**src/rtl/logic_unit_arbiter.sv**
```systemverilog
// Round-robin arbiter in front of a shared bitwise logic unit.
// Each granted operation runs IDLE -> EXEC -> DONE in fixed three cycles.
module logic_unit_arbiter #(
  parameter int N_REQ = 4,
  parameter int WIDTH = 8
) (
  input  logic                   clk,
  input  logic                   rst,
  input  logic [N_REQ-1:0]       req,
  input  logic [3*N_REQ-1:0]     op_flat,
  input  logic [WIDTH*N_REQ-1:0] a_flat,
  input  logic [WIDTH*N_REQ-1:0] b_flat,
  output logic [N_REQ-1:0]       gnt,
  output logic [N_REQ-1:0]       done,
  output logic [WIDTH-1:0]       result,
  output logic                   busy,
  output logic                   err
);

  localparam int IW = (N_REQ > 1) ? $clog2(N_REQ) : 1;

  typedef enum logic [1:0] {
    IDLE = 2'd0,
    EXEC = 2'd1,
    DONE = 2'd2
  } state_t;

  typedef logic [IW-1:0] idx_t;

  state_t             state_q, state_d;
  idx_t               ptr_q, ptr_d;
  idx_t               win_q, win_d;
  logic [2:0]         op_q, op_d;
  logic [WIDTH-1:0]   a_q, a_d;
  logic [WIDTH-1:0]   b_q, b_d;
  logic [N_REQ-1:0]   gnt_q, gnt_d;
  logic [N_REQ-1:0]   done_q, done_d;
  logic               err_q, err_d;
  logic [WIDTH-1:0]   result_q, result_d;

  logic [2:0]         op_arr [N_REQ];
  logic [WIDTH-1:0]   a_arr  [N_REQ];
  logic [WIDTH-1:0]   b_arr  [N_REQ];

  logic               win_found;
  idx_t               win_idx;
  logic [WIDTH-1:0]   alu_res;
  logic               alu_err;

  // Index p+k, wrapped into 0..N_REQ-1.
  function automatic idx_t wrap_add(idx_t p, int k);
    int c;
    c = int'(p) + k;
    if (c >= N_REQ) c = c - N_REQ;
    return idx_t'(c);
  endfunction

  function automatic logic [N_REQ-1:0] onehot(idx_t i);
    logic [N_REQ-1:0] v;
    v = '0;
    v[i] = 1'b1;
    return v;
  endfunction

  // Split the flat request buses into per-requester fields.
  always_comb begin
    for (int i = 0; i < N_REQ; i++) begin
      op_arr[i] = op_flat[3*i +: 3];
      a_arr[i]  = a_flat[WIDTH*i +: WIDTH];
      b_arr[i]  = b_flat[WIDTH*i +: WIDTH];
    end
  end

  // First asserted request at or after ptr, wrapping around.
  always_comb begin
    win_found = 1'b0;
    win_idx   = '0;
    for (int k = 0; k < N_REQ; k++) begin
      if (!win_found && req[wrap_add(ptr_q, k)]) begin
        win_found = 1'b1;
        win_idx   = wrap_add(ptr_q, k);
      end
    end
  end

  // Bitwise logic unit on the latched operands; 111 is illegal.
  always_comb begin
    alu_res = '0;
    alu_err = 1'b0;
    unique case (op_q)
      3'b000:  alu_res = a_q & b_q;
      3'b001:  alu_res = a_q | b_q;
      3'b010:  alu_res = a_q ^ b_q;
      3'b011:  alu_res = ~a_q;
      3'b100:  alu_res = ~(a_q | b_q);
      3'b101:  alu_res = ~(a_q & b_q);
      3'b110:  alu_res = ~(a_q ^ b_q);
      default: alu_err = 1'b1;
    endcase
  end

  // Next-state and registered-output logic of the three-state FSM.
  always_comb begin
    state_d  = state_q;
    ptr_d    = ptr_q;
    win_d    = win_q;
    op_d     = op_q;
    a_d      = a_q;
    b_d      = b_q;
    gnt_d    = gnt_q;
    done_d   = '0;
    err_d    = 1'b0;
    result_d = result_q;
    unique case (state_q)
      IDLE: begin
        gnt_d = '0;
        if (win_found) begin
          state_d = EXEC;
          win_d   = win_idx;
          gnt_d   = onehot(win_idx);
          op_d    = op_arr[win_idx];
          a_d     = a_arr[win_idx];
          b_d     = b_arr[win_idx];
        end
      end
      EXEC: begin
        state_d  = DONE;
        done_d   = onehot(win_q);
        err_d    = alu_err;
        result_d = alu_res;
      end
      DONE: begin
        state_d = IDLE;
        gnt_d   = '0;
        ptr_d   = (win_q == idx_t'(N_REQ - 1)) ? '0 : win_q + idx_t'(1);
      end
      default: begin
        state_d = IDLE;
        gnt_d   = '0;
      end
    endcase
  end

  // State register; reset aborts any operation in flight.
  always_ff @(posedge clk) begin
    if (rst) begin
      state_q  <= IDLE;
      ptr_q    <= '0;
      win_q    <= '0;
      op_q     <= '0;
      a_q      <= '0;
      b_q      <= '0;
      gnt_q    <= '0;
      done_q   <= '0;
      err_q    <= 1'b0;
      result_q <= '0;
    end else begin
      state_q  <= state_d;
      ptr_q    <= ptr_d;
      win_q    <= win_d;
      op_q     <= op_d;
      a_q      <= a_d;
      b_q      <= b_d;
      gnt_q    <= gnt_d;
      done_q   <= done_d;
      err_q    <= err_d;
      result_q <= result_d;
    end
  end

  assign gnt    = gnt_q;
  assign done   = done_q;
  assign err    = err_q;
  assign result = result_q;
  assign busy   = (state_q != IDLE);

endmodule

```
**config.mk**
```make
export PLATFORM = sky130hd
export DESIGN_NAME = logic_unit_arbiter
export DESIGN_NICKNAME = d
export VERILOG_FILES = /design/src/rtl/logic_unit_arbiter.sv
export SDC_FILE = /design/constraint.sdc
export NUM_CORES = 1
export LEC_CHECK = 0
export CORE_MARGIN = 4
export CORE_UTILIZATION = 50
export DETAILED_ROUTE_END_ITERATION = 7
export PLACE_DENSITY_LB_ADDON = 0.1
export SETUP_SLACK_MARGIN = 0.15
export SYNTH_ARGS = -nofsm -noshare
export SYNTH_HDL_FRONTEND = slang
export SYNTH_SLANG_ARGS = --single-unit
```
**constraint.sdc**
```tcl
create_clock -name clk -period 2.5 [get_ports clk]
set_input_delay 0.5 -clock clk [delete_from_list [all_inputs] [get_ports clk]]
set_output_delay 0.5 -clock clk [all_outputs]
set_load 0.005 [all_outputs]
```
==> flow_metrics.env, run 1 <==
export IMPL_status="finished, final reports clean"
export IMPL_ys_ff_latch=42
export IMPL_grt_pass1_vias=2939
export IMPL_globalRouteOverflowTotal=0
export IMPL_fin_nets=531
export IMPL_fin_cells=502
export IMPL_synth_top_area_cell="dfxtp_1"
export IMPL_power_density_nw_per_um2=525
export IMPL_reg2reg_to="a_q[1]$_SDFFE_PP0P_"
export IMPL_worstReg2RegStart="ptr_q[1]$_SDFFE_PP0N_"
export IMPL_clock_path_buffers=2
export IMPL_synth_area_um2=2920
export IMPL_hold_class="reg2reg"
export IMPL_place_congestion=0.887
export IMPL_synthArstFlopShare_pct=0
export IMPL_grt_pass1_wl_um=13500
export IMPL_critical_path_class="in2reg"
export IMPL_syn_inst=343
export IMPL_skew_ns=0.0111
export IMPL_holdBufCountCts=0
export IMPL_die_w_um=84.5
export IMPL_tightest_slew_ns=0.776
export IMPL_cap_viol_max_count=0
export IMPL_slew_headroom_pct=48.3
export IMPL_placed_cells=494
export IMPL_areaGrowthSynthToFinish_pct=36.9
export IMPL_die_area_um2=7130
export IMPL_cts_resized_gates=0
export IMPL_viasPerCell=5.90
export IMPL_timing_final_crit_share_pct=88.8
export IMPL_row_count=27
export IMPL_grtUsageTotal_pct=22.8
export IMPL_synth_edf_count=0
export IMPL_path_clk_slew_ns=0.09
export IMPL_vias=2963
export IMPL_fin_util_pct=71.8
export IMPL_fill_cells=461
export IMPL_seq_area_frac_synth_pct=28.8
export IMPL_synth_area_leaders="dfxtp_1, ha_1, nand3_1"
export IMPL_grt_start_max_net_pins=35
export IMPL_ir_worst_vdd_uv=302
export IMPL_wirelength_um=8120
export IMPL_setup_viol=0
export IMPL_max_clock_freq_mhz=450
export IMPL_drtAntennaViolNets=0
export IMPL_avgSynthCellArea_um2=8.52
export IMPL_drt_first_iter_violations=228
export IMPL_portBuffers=99
export IMPL_finalHoldViolCount=0
export IMPL_p_leak_nw=1.54
export IMPL_endpoint_kind="register"
export IMPL_synth_ff_type="dfxtp_1"
export IMPL_numClockSinks=42
export IMPL_antenna_found_initial=0
export IMPL_drv_slew=0
export IMPL_drive_above_1_share_pct=8.14
export IMPL_start_kind="primary input"
export IMPL_ioPinCount=100
export IMPL_rsz0062_at_grt="false"
export IMPL_crit_fanout=19
export IMPL_drc=0
export IMPL_synth_cell_type_count=51
export IMPL_num_antenna_cells=0
export IMPL_cts_tree="done"
export IMPL_r2r_cells=4
export IMPL_h_tree_depth=2
export IMPL_arrival_ns=2.42
export IMPL_synth_nets=445
export IMPL_min_period_ns=2.22
export IMPL_dp_hpwl_um=6260
export IMPL_crit_end="op_q[2]$_SDFFE_PP0P_"
export IMPL_insertion_delay_ns=0.29
export IMPL_wl_per_cell_um=16.2
export IMPL_tns_ns=0
export IMPL_drtPass1Iterations=4
export IMPL_root_buffer="clkbuf_8"
export IMPL_die_h_um=84.5
export IMPL_required_ns=2.70
export IMPL_initial_core_util_pct=52.4
export IMPL_post_cts_setup_buffers=0
export IMPL_coreArea_um2=5570
export IMPL_ff2ff_setup_slack_ns=0.64
export IMPL_crit_path_start="req[0]"
export IMPL_cts_buffers=5
export IMPL_synth_top_area_share_pct=28.8
export IMPL_yosys_warnings=0
-- per-stage QoR --
step	setup slack, ns	power, W	area, µm²	hold WS [ns]
global placement	0.0832	0.00155	3890	0.437
floorplan	0.770	0.00130	2920	0.449
global route	0.172	0.00224	4000	0.498
detailed placement	0.0232	0.00158	3890	0.447
finish	0.280	0.00210	4000	0.458
CTS	0.332	0.00211	4000	0.467
-- synth_stat cells, types with 2 or more instances --
master,count
a21o_1,4
nand3b_1,4
nand3_1,38
mux2i_1,10
a22o_1,2
mux2_2,2
dfxtp_1,42
o22ai_1,3
o211a_1,2
nand2_1,18
buf_6,7
nand2b_1,5
ha_1,20
nand3_4,2
a311oi_1,21
o21ai_0,10
inv_1,21
o221ai_1,2
nor2b_1,4
or2_2,2
nor2_1,30
buf_4,8
clkbuf_1,8
a21oi_1,11
a211oi_1,3
a221oi_1,18
a22oi_1,3
a311oi_2,2
buf_2,9
a32o_1,3
xor2_1,6
and2_1,4
-- placed cells by master (no fill, tap or decap), types with 2 or more instances in the layout --
cell type / synthesis / layout
buf_4: 8 / 11
dfxtp_1: 42 / 42
a311oi_1: 21 / 21
a311oi_2: 2 / 2
a22oi_1: 3 / 3
nand2_1: 18 / 18
a22o_1: 2 / 2
xor2_1: 6 / 6
a221oi_1: 18 / 18
a211oi_1: 3 / 3
a32o_1: 3 / 3
or2_2: 2 / 2
clkdlybuf4s50_1: 0 / 99
o211a_1: 2 / 2
nor2b_1: 4 / 4
nand3_1: 38 / 38
o21ai_0: 10 / 10
and2_1: 4 / 4
ha_1: 20 / 20
o221ai_1: 2 / 2
nand2b_1: 5 / 5
o22ai_1: 3 / 3
mux2_2: 2 / 2
nand3_4: 2 / 2
clkbuf_8: 0 / 5
inv_1: 21 / 21
nor2_1: 30 / 30
clkinv_2: 0 / 2
mux2i_1: 10 / 10
nand3b_1: 4 / 4
a21o_1: 4 / 4
a21oi_1: 11 / 11
-- how the worst min path moves through the flow --
stage	to	slack (ns)	from	cells after the start
2_1_floorplan	result[0]$_SDFFE_PP0N_	0.45	result[0]$_SDFFE_PP0N_	2
5_1_grt	result[7]$_SDFFE_PP0N_	0.50	result[7]$_SDFFE_PP0N_	1
3_5_place_dp	result[3]$_SDFFE_PP0N_	0.45	result[3]$_SDFFE_PP0N_	2
4_1_cts	result[3]$_SDFFE_PP0N_	0.47	result[3]$_SDFFE_PP0N_	2
6_report	result[5]$_SDFFE_PP0N_	0.46	result[5]$_SDFFE_PP0N_	2
3_3_place_gp	result[4]$_SDFFE_PP0N_	0.44	result[4]$_SDFFE_PP0N_	2
-- sequential cells by signal (all words and copies together) (netlist names) --
| register | cells |
|---|---|
| gnt | 4 |
| result | 8 |
| op_q | 3 |
| done | 4 |
| b_q | 8 |
| win_q | 2 |
| state_q | 2 |
| ptr_q | 2 |
| a_q | 8 |
| err | 1 |
-- power breakdown --
part,internal (W),total [W],switching (W)
Sequential,0.000737,0.000811,0.0000740
Clock,0.000294,0.000530,0.000235
Combinational,0.000399,0.000760,0.000361
Total,0.00143,0.00210,0.000671
-- logic make-up (layout without fill, tap and decap cells) --
group	Yosys count	after routing	share of synthesized area [%]
compound gates	93	93	25.3
xor+xnor	7	7	2.10
fa+ha+maj	20	20	8.56
buf+inv	53	140	10.0
flops	42	42	28.8
mux	13	13	4.97
simple gates	115	115	20.3
-- cell type report --
cell class | instances | area [µm²] | share of cell area, %
sequential | 42 | 841 | 21.0
inverter | 21 | 78.8 | 1.97
tap | 72 | 90.1 | 2.25
multi-input combinational | 248 | 1790 | 44.7
clock buffer | 5 | 68.8 | 1.72
timing repair buffer | 111 | 1090 | 27.3
clock inverter | 3 | 40.0 | 1.00
-- layer usage --
| layer | vias to the layer above | part of all wire (%) | track usage, % |
|---|---|---|---|
| met4 | 0 | 1.5 | 5.76 |
| met2 | 131 | 47 | 39.0 |
| li1 | 1443 | - | - |
| met3 | 13 | 7.4 | 4.12 |
| met5 | - | 0 | 0 |
| met1 | 1376 | 44 | 29.7 |
-- worst max-delay path, cell delays in order --
cell and delay [ns]:
clkdlybuf4s50_1 0.52, or2_1 0.30, nand2_1 0.07, o211a_1 0.57, a221oi_1 0.19, a311oi_1 0.27
Note: power is estimated with default switching activity, not from simulation.
==> run 2: changes to the inputs <==
- CORE_MARGIN: 4 -> 3
- CORE_UTILIZATION: 50 -> 42
- clock period: 2.5 -> 1.8 ns (I/O delays scaled with it)
==> run 2 against run 1 <==
Combinational power up 66%. Utilization is 3.9 points lower. Highest routed layer unchanged. Clock skew is 0.0028 ns lower. Die area is 12% higher. Critical path type is now reg2out. Critical endpoint is now busy. Via count is 3.0% higher. Global-route usage down 0.50 points.
==> flow_metrics.env, run 2 (synthesis results as in run 1) <==
export IMPL_status="finished, final reports clean"
export IMPL_path_clk_slew_ns=0.09
export IMPL_areaGrowthSynthToFinish_pct=51.7
export IMPL_finalHoldViolCount=0
export IMPL_drive_above_1_share_pct=19.4
export IMPL_grtUsageTotal_pct=22.3
export IMPL_coreArea_um2=6530
export IMPL_cts_buffers=5
export IMPL_root_buffer="clkbuf_8"
export IMPL_required_ns=1.44
export IMPL_ir_worst_vdd_uv=388
export IMPL_wirelength_um=8850
export IMPL_rsz0062_at_grt="true"
export IMPL_cts_tree="done"
export IMPL_arrival_ns=1.27
export IMPL_place_area_um2=4020
export IMPL_drt_first_iter_violations=221
export IMPL_setup_viol=0
export IMPL_drtAntennaViolNets=0
export IMPL_initial_core_util_pct=44.8
export IMPL_timing_final_crit_share_pct=90.6
export IMPL_dp_hpwl_um=6240
export IMPL_numClockSinks=42
export IMPL_die_area_um2=8000
export IMPL_drc=0
export IMPL_drv_slew=0
export IMPL_grt_pass1_wl_um=14000
export IMPL_layout_common_cells="clkdlybuf4s50_1, nand3_1, dfxtp_1, nor2_1"
export IMPL_h_tree_depth=2
export IMPL_drtPass1Iterations=4
export IMPL_vias=3051
export IMPL_viasPerCell=5.80
export IMPL_endpoint_kind="output port"
export IMPL_crit_fanout=4
export IMPL_min_period_ns=1.63
export IMPL_grt_pass1_vias=2972
export IMPL_globalRouteOverflowTotal=0
export IMPL_die_w_um=89.4
export IMPL_cap_viol_max_count=0
export IMPL_grt_start_max_net_pins=35
export IMPL_critical_path_class="reg2out"
export IMPL_fin_nets=550
export IMPL_wl_per_cell_um=16.8
export IMPL_hold_class="reg2reg"
export IMPL_final_area_um2=4430
export IMPL_place_congestion=0.834
export IMPL_power_density_nw_per_um2=676
export IMPL_slew_headroom_pct=69.1
export IMPL_die_h_um=89.4
export IMPL_max_clock_freq_mhz=613
export IMPL_ioPinCount=100
export IMPL_p_leak_nw=1.70
export IMPL_clock_path_buffers=2
export IMPL_hold_slack_ns=0.450
export IMPL_row_count=29
export IMPL_start_kind="register"
export IMPL_antenna_found_initial=0
export IMPL_num_antenna_cells=0
export IMPL_insertion_delay_ns=0.30
export IMPL_layout_commonest_cell="clkdlybuf4s50_1"
export IMPL_holdBufCountCts=0
export IMPL_portBuffers=99
export IMPL_skew_ns=0.00831
export IMPL_tightest_slew_ns=0.464
[run 2: routing by layer]
layer / wire [µm] / track usage, % / part of all wire, % / vias to the layer above
li1: - / - / - / 1487
met1: 3850 / 31.0 / 44 / 1416
met2: 4220 / 35.9 / 48 / 134
met3: 626 / 3.87 / 7.1 / 14
met4: 155 / 5.28 / 1.8 / 0
met5: 0 / 0 / 0 / -
[run 2: report_power, final]
| group | switching [W] | internal, W |
|---|---|---|
| combinational | 0.000585 | 0.000677 |
| sequential | 0.0000911 | 0.00102 |
| clock | 0.000344 | 0.000274 |
[run 2: per-stage QoR]
step	worst slack [ns]	cells	power [W]	util (%)	TNS [ns]
final	0.169	526	0.00300	67.9	0
after global routing	0.109	526	0.00319	67.9	0
after CTS	0.0549	521	0.00292	65.1	0
after detailed placement	-0.356	508	0.00224	61.5	-6.21
after global placement	-0.278	508	0.00221	61.5	-5.31
after floorplan	0.165	343	0.00181	-	0
[run 2: layout make-up]
| class | count | area (µm²) |
|---|---|---|
| fill | 539 | 2100 |
| multi-input combinational | 250 | 1990 |
| timing repair buffer | 128 | 1330 |
| sequential | 42 | 853 |
| tap | 77 | 96.3 |
| inverter | 21 | 78.8 |
| clock buffer | 6 | 72.6 |
| clock inverter | 2 | 13.8 |
[run 2: worst paths after layout]
path	cells after the start	end	from	slack, ns
hold reg to reg	2	result[3]$_SDFFE_PP0N_	result[3]$_SDFFE_PP0N_	0.45
setup / recovery	3	busy	state_q[1]$_SDFFE_PP0P_	0.17
hold / removal	2	result[3]$_SDFFE_PP0N_	result[3]$_SDFFE_PP0N_	0.45
setup reg to reg	5	result[7]$_SDFFE_PP0N_	b_q[7]$_SDFFE_PP0P_	0.18
[run 2: what timing repair did]
item	CTS	global route
pin swaps	5	4
endpoints found under the setup margin	25	23
gates resized for setup	24	27
buffers inserted	2	4
cloned	3	1
[run 2: critical path, cell delays in order (launching register included)]
cell,delay (ns)
dfxtp_2,0.39
nor2_4,0.06
inv_1,0.05
clkdlybuf4s50_1,0.49
